<file path="src/rtl/spi_sb_pkg.sv">
// Shared definitions for the SPI hard-IP system-bus clients: register map and
// the arbiter state encoding (also imported by the readssr sequencer).
package spi_sb_pkg;

    localparam logic [7:0] SPIIRQ   = 8'h06;
    localparam logic [7:0] SPIIRQEN = 8'h07;
    localparam logic [7:0] SPICR0   = 8'h08;
    localparam logic [7:0] SPICR1   = 8'h09;
    localparam logic [7:0] SPICR2   = 8'h0A;
    localparam logic [7:0] SPIBR    = 8'h0B;
    localparam logic [7:0] SPISR    = 8'h0C;
    localparam logic [7:0] SPITXDR  = 8'h0D;
    localparam logic [7:0] SPIRXDR  = 8'h0E;
    localparam logic [7:0] SPICSR   = 8'h0F;

    typedef enum logic [3:0] {
        S_LOAD,
        S_WAIT_DONE,
        S_CFG,
        S_CFG_ACK,
        S_CFG_ACKLO,
        S_IDLE,
        S_XFER,
        S_ACK,
        S_ACKLO
    } sb_state_t;

endpackage

</file>
<file path="src/rtl/spi_sb_arbiter_rr_arb2.sv">
// Two-way round-robin selector: with both requesting, the one that was not
// served last wins.
module rr_arb2 (
    input  logic [1:0] req,
    input  logic       last,
    output logic       grant,
    output logic       valid
);

    assign valid = |req;
    assign grant = (&req) ? ~last : req[1];

endmodule

</file>
<file path="src/rtl/spi_sb_arbiter.sv">
// System-bus owner for the SPI hard IP: runs IP load and master-mode setup,
// then serves single-byte register accesses from two requesters.
module spi_sb_arbiter
    import spi_sb_pkg::*;
#(
    parameter logic [7:0]  CFG_ADDR = 8'h0A,
    parameter logic [7:0]  CFG_DATA = 8'h80,
    parameter int unsigned TIMEOUT  = 255
) (
    input  logic        clk,
    input  logic        rst,
    output logic        ipload,
    input  logic        ipdone,
    output logic        sb_wr,
    output logic        sb_stb,
    output logic [7:0]  sb_adr,
    output logic [7:0]  sb_dat_o,
    input  logic [7:0]  sb_dat_i,
    input  logic        sb_ack,
    input  logic [1:0]  req,
    input  logic [1:0]  req_we,
    input  logic [15:0] req_addr,
    input  logic [15:0] req_wdata,
    output logic [1:0]  done,
    output logic        err,
    output logic [7:0]  rdata,
    output logic        ready
);

    localparam logic [7:0] TO_LAST = 8'(TIMEOUT - 1);

    sb_state_t  state_reg;
    logic [7:0] cnt_reg;
    logic       rr_reg;
    logic       grant_reg;
    logic       we_reg;
    logic [7:0] addr_reg;
    logic [7:0] wdata_reg;

    logic       arb_grant;
    logic       arb_valid;
    logic [7:0] addr_arr  [2];
    logic [7:0] wdata_arr [2];

    genvar gi;
    generate
        for (gi = 0; gi < 2; gi++) begin : g_unpack
            assign addr_arr[gi]  = req_addr[gi*8 +: 8];
            assign wdata_arr[gi] = req_wdata[gi*8 +: 8];
        end
    endgenerate

    rr_arb2 u_rr_arb2 (
        .req   (req),
        .last  (rr_reg),
        .grant (arb_grant),
        .valid (arb_valid)
    );

    always_ff @(posedge clk or posedge rst) begin
        if (rst) begin
            state_reg <= S_LOAD;
            cnt_reg   <= '0;
            rr_reg    <= 1'b0;
            grant_reg <= 1'b0;
            we_reg    <= 1'b0;
            addr_reg  <= '0;
            wdata_reg <= '0;
            ipload    <= 1'b0;
            sb_wr     <= 1'b0;
            sb_stb    <= 1'b0;
            sb_adr    <= '0;
            sb_dat_o  <= '0;
            done      <= '0;
            err       <= 1'b0;
            rdata     <= '0;
            ready     <= 1'b0;
        end else begin
            case (state_reg)
                S_LOAD: begin
                    ipload    <= 1'b1;
                    state_reg <= S_WAIT_DONE;
                end
                S_WAIT_DONE: begin
                    if (ipdone) begin
                        ipload    <= 1'b0;
                        state_reg <= S_CFG;
                    end
                end
                S_CFG: begin
                    sb_stb    <= 1'b1;
                    sb_wr     <= 1'b1;
                    sb_adr    <= CFG_ADDR;
                    sb_dat_o  <= CFG_DATA;
                    cnt_reg   <= '0;
                    state_reg <= S_CFG_ACK;
                end
                S_CFG_ACK: begin
                    // The configuration write is mandatory, so a missing ack retries forever.
                    if (sb_ack || cnt_reg == TO_LAST) begin
                        sb_stb    <= 1'b0;
                        sb_wr     <= 1'b0;
                        sb_adr    <= '0;
                        sb_dat_o  <= '0;
                        state_reg <= sb_ack ? S_CFG_ACKLO : S_CFG;
                    end else begin
                        cnt_reg <= cnt_reg + 8'd1;
                    end
                end
                S_CFG_ACKLO: begin
                    if (!sb_ack) begin
                        ready     <= 1'b1;
                        state_reg <= S_IDLE;
                    end
                end
                S_IDLE: begin
                    if (arb_valid) begin
                        grant_reg <= arb_grant;
                        we_reg    <= req_we[arb_grant];
                        addr_reg  <= addr_arr[arb_grant];
                        wdata_reg <= wdata_arr[arb_grant];
                        state_reg <= S_XFER;
                    end
                end
                S_XFER: begin
                    sb_stb    <= 1'b1;
                    sb_wr     <= we_reg;
                    sb_adr    <= addr_reg;
                    sb_dat_o  <= wdata_reg;
                    cnt_reg   <= '0;
                    state_reg <= S_ACK;
                end
                S_ACK: begin
                    if (sb_ack || cnt_reg == TO_LAST) begin
                        if (sb_ack && !we_reg) begin
                            rdata <= sb_dat_i;
                        end
                        sb_stb    <= 1'b0;
                        sb_wr     <= 1'b0;
                        sb_adr    <= '0;
                        sb_dat_o  <= '0;
                        done      <= grant_reg ? 2'b10 : 2'b01;
                        err       <= ~sb_ack;
                        rr_reg    <= grant_reg;
                        state_reg <= S_ACKLO;
                    end else begin
                        cnt_reg <= cnt_reg + 8'd1;
                    end
                end
                S_ACKLO: begin
                    done <= '0;
                    if (!sb_ack) begin
                        state_reg <= S_IDLE;
                    end
                end
                default: state_reg <= S_LOAD;
            endcase
        end
    end

endmodule

</file>
<file path="config.mk">
export PLATFORM = sky130hd
export DESIGN_NAME = spi_sb_arbiter
export DESIGN_NICKNAME = d
export VERILOG_FILES = /design/src/rtl/spi_sb_pkg.sv /design/src/rtl/spi_sb_arbiter_rr_arb2.sv /design/src/rtl/spi_sb_arbiter.sv
export SDC_FILE = /design/constraint.sdc
export NUM_CORES = 1
export LEC_CHECK = 0
export ABC_AREA = 0
export CAP_MARGIN = 10
export CORE_MARGIN = 5
export CORE_UTILIZATION = 45
export CTS_CLUSTER_DIAMETER = 80
export CTS_CLUSTER_SIZE = 30
export DETAILED_ROUTE_END_ITERATION = 6
export HOLD_SLACK_MARGIN = 0.15
export PLACE_DENSITY = 0.76
export SYNTH_ARGS = -nofsm -noshare
export SYNTH_HDL_FRONTEND = slang
export SYNTH_SLANG_ARGS = --single-unit
</file>
<file path="constraint.sdc">
create_clock -name clk -period 2.3 [get_ports clk]
set_input_delay 0.345 -clock clk [delete_from_list [all_inputs] [get_ports clk]]
set_output_delay 0.345 -clock clk [all_outputs]
set_load 0.05 [all_outputs]
</file>
Word level (Yosys, flattened, before mapping)
Index checks and enable logic that the tools add are counted.
{"block": "totals", "reg_bits": 62, "wordCells": 90}
{"block": "op_classes", "add_sub_neg": 1, "magnitude_cmp": 2, "eq_ne": 16, "n_mux": 29, "bitwise": 3, "n_reduce_logical": 23}
{"op": "$mux 8", "count": 8}
{"op": "$pmux 8 s3", "count": 2}
{"op": "$pmux 4 s8", "count": 1}
{"op": "$mux 4", "count": 5}
{"op": "$reduce_and 2->1", "count": 9}
{"op": "$eq 4x3->1 const B", "count": 4}
{"op": "$pmux 8 s2", "count": 1}
{"op": "$ne 2x2->1 const B", "count": 6}
{"op": "$add 8x1->8 const B", "count": 1}
{"op": "$eq 4x2->1 const B", "count": 2}
{"op": "$eq 8x8->1 const B", "count": 1}
{"op": "$reduce_or 2->1", "count": 4}
{"op": "$reduce_bool 2->1", "count": 3}
{"op": "$mux 1", "count": 5}
{"op": "$reduce_and 5->1", "count": 1}
{"op": "$eq 4x1->1 const B", "count": 1}
{"op": "$eq 4x4->1 const B", "count": 1}
{"op": "$logic_not 4->1", "count": 1}
{"op": "$mux 2", "count": 2}
{"op": "$pmux 1 s2", "count": 2}
{"op": "$pmux 2 s2", "count": 1}
{"op": "$mux 3", "count": 1}
{"op": "$pmux 1 s3", "count": 1}
{"op": "$reduce_and 3->1", "count": 1}
{"op": "other kinds (9)", "count": 10}

Logic depth before layout (Yosys ltp)
{"block": "logic_depth", "word_depth": 6, "mapped_depth": 9, "depth_no_buf": 6}

By module
Synthesis repeated with hierarchy kept, for this count alone.
{"block": "hier_totals", "hier_cells": 248, "area_unflattened_um2": 2865.2}
{"module": "spi_sb_arbiter", "n_inst": 1, "cells_per_inst": 246, "area_per_inst_um2": 2851.5, "seq_area_each_um2": 1551.5}
{"module": "rr_arb2", "n_inst": 1, "cells_per_inst": 2, "area_per_inst_um2": 13.8, "seq_area_each_um2": 0.0}

Least setup slack after synthesis
OpenSTA, ideal clock, no wires.
{"block": "synth_timing", "path_kind": "flip-flop to flip-flop", "start": "register cnt_reg[0]", "end": "register sb_adr[4]", "setup_ns": 0.121, "arrival_ns": 1.529, "path_slack_ns": 0.650, "stages_incl_launch_ff": 10, "path_cell_list": "dfrtp_1 -> inv_1 -> ha_1 -> and3_1 -> buf_4 -> a21oi_4 -> a21o_1 -> buf_6 -> buf_6 -> a22o_1"}
{"block": "synth_between", "elab_chain_len": 4}
{"item": "from (decl)", "line_no": "spi_sb_arbiter.sv:33", "rtl": "logic [7:0] cnt_reg;"}
{"item": "from (signal assigned)", "line_no": "spi_sb_arbiter.sv:107", "rtl": "cnt_reg <= cnt_reg + 8'd1;"}
{"item": "from (signal assigned)", "line_no": "spi_sb_arbiter.sv:147", "rtl": "cnt_reg <= cnt_reg + 8'd1;"}
{"item": "$eq 8x8->1", "line_no": "spi_sb_arbiter.sv:100, spi_sb_arbiter.sv:134"}
{"item": "$logic_or 1x1->1", "line_no": "spi_sb_arbiter.sv:100, spi_sb_arbiter.sv:134"}
{"item": "$ne 2x1->1 (no line)"}
{"item": "$reduce_and 2->1 (no line)"}
{"item": "to (signal assigned)", "line_no": "spi_sb_arbiter.sv:128", "rtl": "sb_adr <= addr_reg;"}
{"item": "to (decl)", "line_no": "spi_sb_arbiter.sv:16", "rtl": "output logic [7:0] sb_adr,"}
No other way between the ends.
A chain may end at the register's enable or synchronous reset.

Final worst setup path
{"block": "layout_timing", "start": "register cnt_reg[0]", "end": "register sb_wr"}
{"block": "layout_between", "elab_chain_len": 4}
{"item": "$eq 8x8->1", "line_no": "spi_sb_arbiter.sv:100, spi_sb_arbiter.sv:134"}
{"item": "$logic_or 1x1->1", "line_no": "spi_sb_arbiter.sv:100, spi_sb_arbiter.sv:134"}
{"item": "$ne 2x1->1 (no line)"}
{"item": "$reduce_and 2->1 (no line)"}
{"item": "to (signal assigned)", "line_no": "spi_sb_arbiter.sv:127", "rtl": "sb_wr <= we_reg;"}
{"item": "to (decl)", "line_no": "spi_sb_arbiter.sv:14", "rtl": "output logic sb_wr,"}
No other way between the ends.

==> results.sh <==
export IMPL_nNetsFinal=383
export IMPL_crit_fanout=17
export IMPL_first_pass_iters=4
export IMPL_synth_seq_cells=62
export IMPL_max_slew_worst_pin_slew_ns=0.944
export IMPL_antenna_found_initial=0
export IMPL_synth_cell_type_count=46
export IMPL_cts_hold_repair_buffers=0
export IMPL_cap_violations=0
export IMPL_coreArea_um2=6310
export IMPL_placedCellCount=399
export IMPL_cts_resized=0
export IMPL_rr_worst_depth=6
export IMPL_portBuffers=78
export IMPL_maxSlewViolCount=0
export IMPL_route_detailed_vias_per_inst=5.27
export IMPL_grt_pass1_wl_um=10800
export IMPL_die_x_um=90.2
export IMPL_cts_buffers=9
export IMPL_num_antenna_cells=0
export IMPL_rsz0062_at_grt="no"
export IMPL_hold_viol=0
export IMPL_first_global_vias=2310
export IMPL_grt_start_max_net_pins=35
export IMPL_worst_ep_arrival_time_ns=2.28
export IMPL_synth_nets=300
export IMPL_r2r_start="cnt_reg[0]$_DFFE_PP0P_"
export IMPL_cp_slowest_cell="a21o_1"
export IMPL_drtIter0Drc=126
export IMPL_htreeDepth=3
export IMPL_postCtsSetupBuffers=0
export IMPL_slowest_delay_ns=0.52
export IMPL_final_cell_mix="78 x clkdlybuf4s50_1, 62 x dfrtp_1, 26 x nor2_1"
export IMPL_clock_latency_ns=0.34
export IMPL_reg2reg_slack_ns=0.29
export IMPL_die_h_um=90.2
export IMPL_synth_cells=250
export IMPL_route_detailed_drc=0
export IMPL_final_common_cell="clkdlybuf4s50_1"
export IMPL_initial_core_util_pct=45.8
export IMPL_dp_hpwl_um=4760
export IMPL_fin_skew_ns=0.00874
export IMPL_grt_usage_pct=16.6
export IMPL_synth_edff_count=0
export IMPL_ys_flop_type="dfrtp_1"
export IMPL_setup_viol=0
export IMPL_gr_total_overflow=0
export IMPL_die_area_um2=8130
export IMPL_ys_async_sr_fraction_pct=100
export IMPL_gp_congestion=0.879
export IMPL_ys_seq_area_share_pct=53.6
export IMPL_synth_area_leader_cell="dfrtp_1"
export IMPL_synth_area_leaders="dfrtp_1 54%, mux2i_1 6.9%, a22o_1 5.4%"
export IMPL_critPathLaunchType="flip-flop"
export IMPL_p_leak_nw=1.72
export IMPL_critical_path_class="reg -> reg"
export IMPL_clk_pin_slew_ns=0.07
export IMPL_netlist_area_leader_share_pct=53.6
export IMPL_min_path_type="in -> async"
export IMPL_syn_area_um2=2890
export IMPL_power_density_nw_per_um2=1360
export IMPL_cp_end_kind="flip-flop"
export IMPL_outcome="finished, final reports clean"
export IMPL_cts_max_path_buffers=2
export IMPL_ctsRootBufferMaster="clkbuf_8"
export IMPL_rows=29
export IMPL_drt_wl_total_um=6390
export IMPL_final_cells=415
export IMPL_drive_above_1_share_pct=10.9
export IMPL_post_route_min_period_ns=2.01
export IMPL_cp_required_ns=2.57
export IMPL_cts_sinks=62
export IMPL_ant_nets=0
export IMPL_final_setup_tns_ns=0
export IMPL_cts_tree="yes"
export IMPL_via_count=2186
export IMPL_vdd_drop_max_v=0.000991
export IMPL_slew_limit_headroom_pct=36.9
export IMPL_area_growth_pct=37.2
export IMPL_post_drt_wl_per_cell_um=15.4
export IMPL_timing_final_crit_share_pct=87.4
export IMPL_syn_avg_cell_area_um2=11.6
export IMPL_reg2reg_to="sb_wr$_DFFE_PP0P_"
export IMPL_path_cells="inv_1, ha_1, and3_1, a21oi_4, a21o_1, a22o_1"
export IMPL_n_fill_cell=517
export IMPL_max_freq_ghz=0.497
export IMPL_yosys_warnings=0
export IMPL_pin_count=79
==> critical path: cells and delay by family (launching register included) <==
kind                     cells  cell delay [ns]
AND/OR/NAND/NOR              1             0.30
buffers and inverters        1             0.06
flip-flops                   1             0.40
AO/OA/AOI/OAI                3             1.00
adder cells (fa/ha/maj)      1             0.19
==> synth_stat cells, types with 2 or more instances <==
library cell and n:
dfrtp_1 62, nor2_1 26, a21oi_1 24, mux2i_1 20, a22o_1 18, nand2_1 11, mux2_1 8, nand3_1 7
buf_2 6, o21ai_0 6, inv_1 5, nand2b_1 5, buf_6 4, xnor2_1 4, a21o_1 3, and3_1 3
buf_4 3, o21a_1 3, ha_1 2, nor2b_1 2, nor3_1 2, o41ai_1 2
==> metal layers <==
metal,GRT usage [%],vias up,part of all wire (%)
li1,-,1062,-
met1,20.1,1043,42
met2,25.7,70,47
met3,6.51,11,8.7
met4,7.94,0,2.2
met5,0,-,0
==> final cells by class <==
type	count	area, um^2	share of cell area [%]
Clock buffer	10	138	3.47
Clock inverter	6	85.1	2.14
Inverter	6	22.5	0.568
Multi-Input combinational cell	168	1220	30.8
Sequential cell	62	1550	39.1
Tap cell	77	96.3	2.43
Timing Repair Buffer	86	853	21.5
==> how the worst max path moves through the flow <==
stage,endpoint,slack (ns),cells after the start,from
after CTS,sb_wr$_DFFE_PP0P_,0.27,6,cnt_reg[0]$_DFFE_PP0P_
after detailed placement,cnt_reg[7]$_DFFE_PP0P_,0.24,5,sb_ack
after global placement,cnt_reg[7]$_DFFE_PP0P_,0.27,5,sb_ack
final,sb_wr$_DFFE_PP0P_,0.29,6,cnt_reg[0]$_DFFE_PP0P_
after floorplan,addr_reg[0]$_DFFE_PP0P_,0.41,1,rst
after global routing,sb_wr$_DFFE_PP0P_,0.12,6,cnt_reg[0]$_DFFE_PP0P_
==> logic make-up (layout without fill, tap and decap cells) <==
family	count (synthesis)	in the layout	synth area share, %
fa+ha+maj	2	2	0.865
flops	62	62	53.6
compound gates	66	66	16.5
buf+inv	20	108	4.28
xor+xnor	4	4	1.21
mux	29	29	10.4
simple gates	67	67	13.1
==> per-stage QoR <==
stage / hold WS, ns / util (%) / power (W) / cell area (um^2) / setup WS (ns)
2_1_floorplan: 0.440 / - / 0.00358 / 2890 / 0.414
3_3_place_gp: 0.448 / 59.3 / 0.00431 / 3740 / 0.268
3_5_place_dp: 0.461 / 59.3 / 0.00437 / 3740 / 0.237
4_1_cts: 0.260 / 62.8 / 0.00544 / 3970 / 0.274
5_1_grt: 0.270 / 62.8 / 0.00574 / 3970 / 0.119
6_report: 0.269 / 62.8 / 0.00540 / 3970 / 0.289
==> power breakdown <==
group          internal [W]  total (W)  switching, W
sequential          0.00152    0.00183      0.000313
clock              0.000635    0.00106      0.000421
combinational      0.000978    0.00251       0.00153
total               0.00313    0.00540       0.00227
Note: power is estimated with default switching activity, not from simulation.
